`config.mk`:
```
export PLATFORM = sky130hd
export DESIGN_NAME = trng_sample_ctrl
export DESIGN_NICKNAME = d
export VERILOG_FILES = /design/src/rtl/trng_pkg.sv /design/src/rtl/trng_fifo.sv /design/src/rtl/trng_sample_ctrl.sv
export SDC_FILE = /design/constraint.sdc
export NUM_CORES = 1
export LEC_CHECK = 0
export ABC_CLOCK_PERIOD_IN_PS = 5820
export BUFFER_PORTS_ARGS = -buffer_cell sky130_fd_sc_hd__buf_4
export CAP_MARGIN = 20
export CORE_UTILIZATION = 30
export DETAILED_ROUTE_END_ITERATION = 16
export GPL_TIMING_DRIVEN = 0
export PLACE_DENSITY = 0.46
export SYNTH_ARGS = -nofsm -noshare
export SYNTH_HDL_FRONTEND = slang
export SYNTH_SLANG_ARGS = --single-unit
```
`constraint.sdc`:
```
create_clock -name clk -period 5.82 [get_ports clk]
set_input_delay 0.873 -clock clk [delete_from_list [all_inputs] [get_ports clk]]
set_output_delay 0.873 -clock clk [all_outputs]
set_load 0.05 [all_outputs]
```
`src/rtl/trng_pkg.sv`:
```
// trng_pkg: shared state encoding and word width for the TRNG sampling path
package trng_pkg;
  localparam int TRNG_W = 16;
  typedef enum logic [2:0] {
    IDLE   = 3'd0,
    SEED   = 3'd1,
    WARMUP = 3'd2,
    RUN    = 3'd3,
    FAIL   = 3'd4
  } state_t;
endpackage

```
`src/rtl/trng_fifo.sv`:
```
// trng_fifo: registered show-ahead FIFO with flush, full/empty and occupancy count
module trng_fifo #(
  parameter int W     = 16,
  parameter int DEPTH = 4
) (
  input  logic                       clk,
  input  logic                       rst,
  input  logic                       push,
  input  logic                       pop,
  input  logic                       flush,
  input  logic [W-1:0]               din,
  output logic [W-1:0]               dout,
  output logic                       full,
  output logic                       empty,
  output logic [$clog2(DEPTH):0]     count
);
  localparam int AW = $clog2(DEPTH);
  logic [W-1:0] mem [DEPTH];
  logic [AW-1:0] wr, rd;
  logic do_push, do_pop;
  assign full    = count == (AW+1)'(DEPTH);
  assign empty   = count == '0;
  assign do_pop  = pop && !empty;
  assign do_push = push && (!full || do_pop);
  assign dout    = empty ? '0 : mem[rd];
  always_ff @(posedge clk or posedge rst) begin
    if (rst) begin
      wr    <= '0;
      rd    <= '0;
      count <= '0;
    end else if (flush) begin
      wr    <= '0;
      rd    <= '0;
      count <= '0;
    end else begin
      wr    <= do_push ? wr + 1'b1 : wr;
      rd    <= do_pop ? rd + 1'b1 : rd;
      count <= count + (AW+1)'(do_push) - (AW+1)'(do_pop);
    end
  end
  always_ff @(posedge clk) begin
    if (do_push && !flush) mem[wr] <= din;
  end
endmodule

```
`src/rtl/trng_sample_ctrl.sv`:
```
// trng_sample_ctrl: seeds the TRNG core, warms it up, decimates, health-tests and buffers output words
module trng_sample_ctrl
  import trng_pkg::*;
#(
  parameter int WARMUP_CYCLES = 64,
  parameter int DECIM         = 4,
  parameter int REP_LIMIT     = 4,
  parameter int FIFO_DEPTH    = 4
) (
  input  logic              clk,
  input  logic              rst,
  input  logic              en_i,
  input  logic [TRNG_W-1:0] seed_i,
  input  logic              clr_fail_i,
  input  logic [TRNG_W-1:0] raw_i,
  output logic [TRNG_W-1:0] core_seed_o,
  output logic              core_load_o,
  output logic [TRNG_W-1:0] out_data_o,
  output logic              out_valid_o,
  input  logic              out_ready_i,
  output logic              health_fail_o,
  output logic              overrun_o,
  output logic [2:0]        state_o
);
  localparam int WW = WARMUP_CYCLES > 1 ? $clog2(WARMUP_CYCLES) : 1;
  localparam int DW = DECIM > 1 ? $clog2(DECIM) : 1;
  localparam int RW = $clog2(REP_LIMIT + 1);
  state_t state, state_n;
  logic [WW-1:0] wcnt;
  logic [DW-1:0] dcnt;
  logic [RW-1:0] rep, rep_n;
  logic [TRNG_W-1:0] last;
  logic have_last, sample, hit, push, pop, flush, full, empty;
  logic [$clog2(FIFO_DEPTH):0] count;
  assign sample = state == RUN && dcnt == DW'(DECIM - 1);
  assign rep_n  = (have_last && raw_i == last) ? (rep == RW'(REP_LIMIT) ? rep : rep + 1'b1) : RW'(1);
  assign hit    = sample && rep_n == RW'(REP_LIMIT);
  assign push   = sample && !hit && en_i;
  assign pop    = out_ready_i && !empty;
  assign flush  = state_n == IDLE || state_n == FAIL;
  always_ff @(posedge clk or posedge rst) begin
    if (rst) state <= IDLE;
    else     state <= state_n;
  end
  always_comb begin
    state_n = state;
    case (state)
      IDLE:    state_n = en_i ? SEED : IDLE;
      SEED:    state_n = en_i ? WARMUP : IDLE;
      WARMUP:  state_n = !en_i ? IDLE : (wcnt == WW'(WARMUP_CYCLES - 1)) ? RUN : WARMUP;
      RUN:     state_n = !en_i ? IDLE : hit ? FAIL : RUN;
      FAIL:    state_n = clr_fail_i ? IDLE : FAIL;
      default: state_n = IDLE;
    endcase
  end
  always_comb begin
    core_load_o   = state == SEED;
    core_seed_o   = state == SEED ? seed_i : '0;
    health_fail_o = state == FAIL;
    state_o       = state;
    out_valid_o   = |count;
  end
  always_ff @(posedge clk or posedge rst) begin
    if (rst) begin
      wcnt      <= '0;
      dcnt      <= '0;
      rep       <= '0;
      last      <= '0;
      have_last <= 1'b0;
      overrun_o <= 1'b0;
    end else begin
      wcnt      <= state == WARMUP ? wcnt + 1'b1 : '0;
      dcnt      <= state != RUN ? '0 : dcnt == DW'(DECIM - 1) ? '0 : dcnt + 1'b1;
      rep       <= state != RUN ? '0 : sample ? rep_n : rep;
      last      <= state != RUN ? '0 : sample ? raw_i : last;
      have_last <= state != RUN ? 1'b0 : have_last || sample;
      overrun_o <= state_n == SEED ? 1'b0 : (push && full && !pop) ? 1'b1 : overrun_o;
    end
  end
  trng_fifo #(.W(TRNG_W), .DEPTH(FIFO_DEPTH)) u_fifo (
    .clk   (clk),
    .rst   (rst),
    .push  (push),
    .pop   (pop),
    .flush (flush),
    .din   (raw_i),
    .dout  (out_data_o),
    .full  (full),
    .empty (empty),
    .count (count)
  );
endmodule

```
==> impl_metrics.toml <==
[synth]
synth_top_flop_cell = "edfxtp_1"
synth_edf_count = 64
synth-compound-area-share = 0.0377
muxShareOfSynthArea = 0.113
yosys.area_share.simple = 0.137
synth_top_family_by_area = "simple AND/OR/NAND/NOR gates"
yosysUniqueCellTypes = 46
syn_area_per_cell_um2 = 14.1
synth-adder-area-share = 0.0310
yosys_warnings = 0
synth_xor_area_frac = 0.0374
ys_ff_latch = 103
seq_area_frac_synth = 0.619
syn_nets = 381
synthCells = 333
async_reset_ff_frac = 0.379
netlist_area_um2 = 4680

[status]
status = "finished clean"

[detailed_routing]
drtAntennaViolNets = 0
drc = 0
drt_first_pass_iters = 4
vias = 2905
routed_wl_um = 9880
vias_per_cell = 4.75
first_iter_violations = 106
avgRoutedWirePerCell_um = 16.1

[clock_tree]
path_clk_slew_ps = 70
worstSkewPairLatency_ps = 350
cts_buffer_depth = 2
htree_levels = 3
cts_resized = 0
cts_inserted_buffers = 9
cts_tree = "yes"
post_cts.repair.setup_buffers = 0
cts_root_buffer = "clkbuf_16"
cts_hold_buf = 0
cts_sinks = 103

[critical_path]
cpMaxStageDelayCell = "clkbuf_1"
startpoint_type = "register"
worstPathArrival_ps = 2420
r2r_cells = 11
slowest_delay_ps = 610
path_max_fanout = 10
cp_data_required_time_ps = 4950
crit_family = "buffers and inverters"
timing.critical_path.cells = "clkbuf_1 > clkbuf_1 > mux4_2 > and2_1 > buf_4"
reg2reg_slack_ps = 2860
critPathMostFrequentCell = "clkbuf_1"
end_kind = "primary output"
critPathKind = "reg -> out"
path_buf_inv = 3
worstSetupPathDepth = 5

[global_routing]
grt.total_usage = 0.132
antenna_found_initial = 0
grt_pass1_vias = 3032
grt_max_degree = 40
grt_pass1_wl_um = 15900
overflow = 0

[pwr]
leakage_nw = 2.15
p_per_area_nw_per_um2 = 368
peakVddDrop_uv = 140

[cells_and_area]
area_delta_synth_final_pct = 22.9
nets = 467
n_antenna_cell = 0
drive_above_1_share = 0.274

[timing]
final_max_slew_viol_count = 0
clock_skew_ps = 10.9
tns_ps = 0
hold_violations = 0
whs_ps = 442
worst_pin_slew_ps = 989
min_period_ps = 3290
final-setup-viol-count = 0
max_freq_ghz = 0.304
rsz0062_at_grt = "no"
max-slew-margin-rel = 0.341
min_period_over_period = 0.566

[floorplanning]
ios = 76
core.rowCount = 45
die_w_um = 127
die_area_um2 = 16100
start_util = 0.308
die_h_um = 127
core_um2 = 15200

[placement]
place.port_buffers = 75
gp_congestion = 0.753
hpwl_um = 6720

[min_path]
whs_path_depth = 1
hold_class = "reg -> reg"

[run]
maxCapViolations = 0
-- final timing paths --
| check | to | from |
|---|---|---|
| worst min register to register | dcnt[0] | dcnt[0] |
| max in group asynchronous | last[13] | rst |
| worst max register to register | u_fifo.count[2] | rep[0] |
| min in group asynchronous | rep[2] | rst |
| worst max-delay path | out_data_o[3] | u_fifo.rd[1] |
| worst min-delay path | dcnt[0] | dcnt[0] |
-- kinds of logic (layout without fill, tap and decap cells) --
logic type,count (synthesis),count (layout)
simple gates,115,115
flops,103,103
mux,33,33
buf+inv,28,119
compound gates,23,23
xor+xnor,20,20
fa+ha+maj,11,11
-- per-layer routing --
layer / track usage / share of wire / vias up
li1: - / - / 1376
met1: 0.159 / 0.45 / 1439
met2: 0.229 / 0.49 / 81
met3: 0.0401 / 0.048 / 9
met4: 0.0371 / 0.011 / 0
met5: 0 / 0 / -
-- metrics by stage --
step / cell area [um2] / utilization / setup WS [ps] / total power [mW] / std cells
floorplan: 4680 / - / 2620 / 1.36 / 333
global placement: 5480 / 0.360 / 2430 / 1.59 / 596
detailed placement: 5480 / 0.360 / 2410 / 1.59 / 596
CTS: 5750 / 0.378 / 2430 / 2.15 / 612
global route: 5750 / 0.378 / 2340 / 2.22 / 612
finish: 5750 / 0.378 / 2530 / 2.12 / 612
-- cells in the mapped netlist, types with 2 or more instances --
library cell / count / area [um2]
nand4_1: 3 / 18.8
xnor2_1: 15 / 131
edfxtp_1: 64 / 1920
xor2_1: 5 / 43.8
nor2b_1: 2 / 12.5
mux4_2: 16 / 360
inv_1: 14 / 52.6
and2_1: 39 / 244
nor3b_1: 3 / 22.5
nor2_1: 27 / 101
mux2i_1: 17 / 170
ha_1: 10 / 125
clkbuf_1: 10 / 37.5
a21oi_1: 5 / 25.0
buf_2: 2 / 10.0
o31ai_1: 2 / 15.0
nand2b_1: 5 / 31.3
o21ai_0: 4 / 20.0
dfrtp_1: 39 / 976
and3_1: 2 / 12.5
nor3_1: 7 / 35.0
or3_1: 3 / 18.8
nand3_1: 8 / 40.0
nand2_1: 9 / 33.8
-- cells in the final DEF, fill, tap and decap left out, types with 3 or more instances in the layout --
cell | netlist | final
buf_4 | 0 | 75
edfxtp_1 | 64 | 64
and2_1 | 39 | 39
dfrtp_1 | 39 | 39
nor2_1 | 27 | 27
mux2i_1 | 17 | 17
mux4_2 | 16 | 16
xnor2_1 | 15 | 15
inv_1 | 14 | 13
clkbuf_1 | 10 | 10
ha_1 | 10 | 10
nand2_1 | 9 | 9
clkbuf_16 | 0 | 9
nand3_1 | 8 | 8
nor3_1 | 7 | 7
xor2_1 | 5 | 5
nand2b_1 | 5 | 5
a21oi_1 | 5 | 5
o21ai_0 | 4 | 4
nand4_1 | 3 | 3
or3_1 | 3 | 3
nor3b_1 | 3 | 3
-- power breakdown --
group,switching [mW],internal (mW)
clock,0.269,0.291
combinational,0.485,0.268
sequential,0.0113,0.793
total,0.766,1.35
-- state kept, by name (all words and copies together), names as in the netlist --
name and count:
overrun_o 1, dcnt 2, wcnt 6, u_fifo.mem 64
u_fifo.wr 2, state_o 3, last 16, rep 3
u_fifo.rd 2, u_fifo.count 3, have_last 1
-- worst register-to-register path, stage by stage, from the launching register on --
cell	delay (ps)
dfrtp_1	430
inv_1	80
ha_1	240
or3b_1	370
a311oi_2	290
and3_1	250
a21oi_2	130
ha_1	260
fa_1	380
xnor2_1	200
xnor2_1	140
nor3_1	60
-- area by class of cell --
type                    count  area, um2
multi-input cells         202       1670
clock inverters             7       47.5
flip-flops and latches    103       2900
inverters                  14       52.6
well taps                 188        235
plain buffers              14       62.6
clock buffers               9        225
repair buffers             75        563
fillers                  1459       9450
Note: power is estimated with default switching activity, not from simulation.
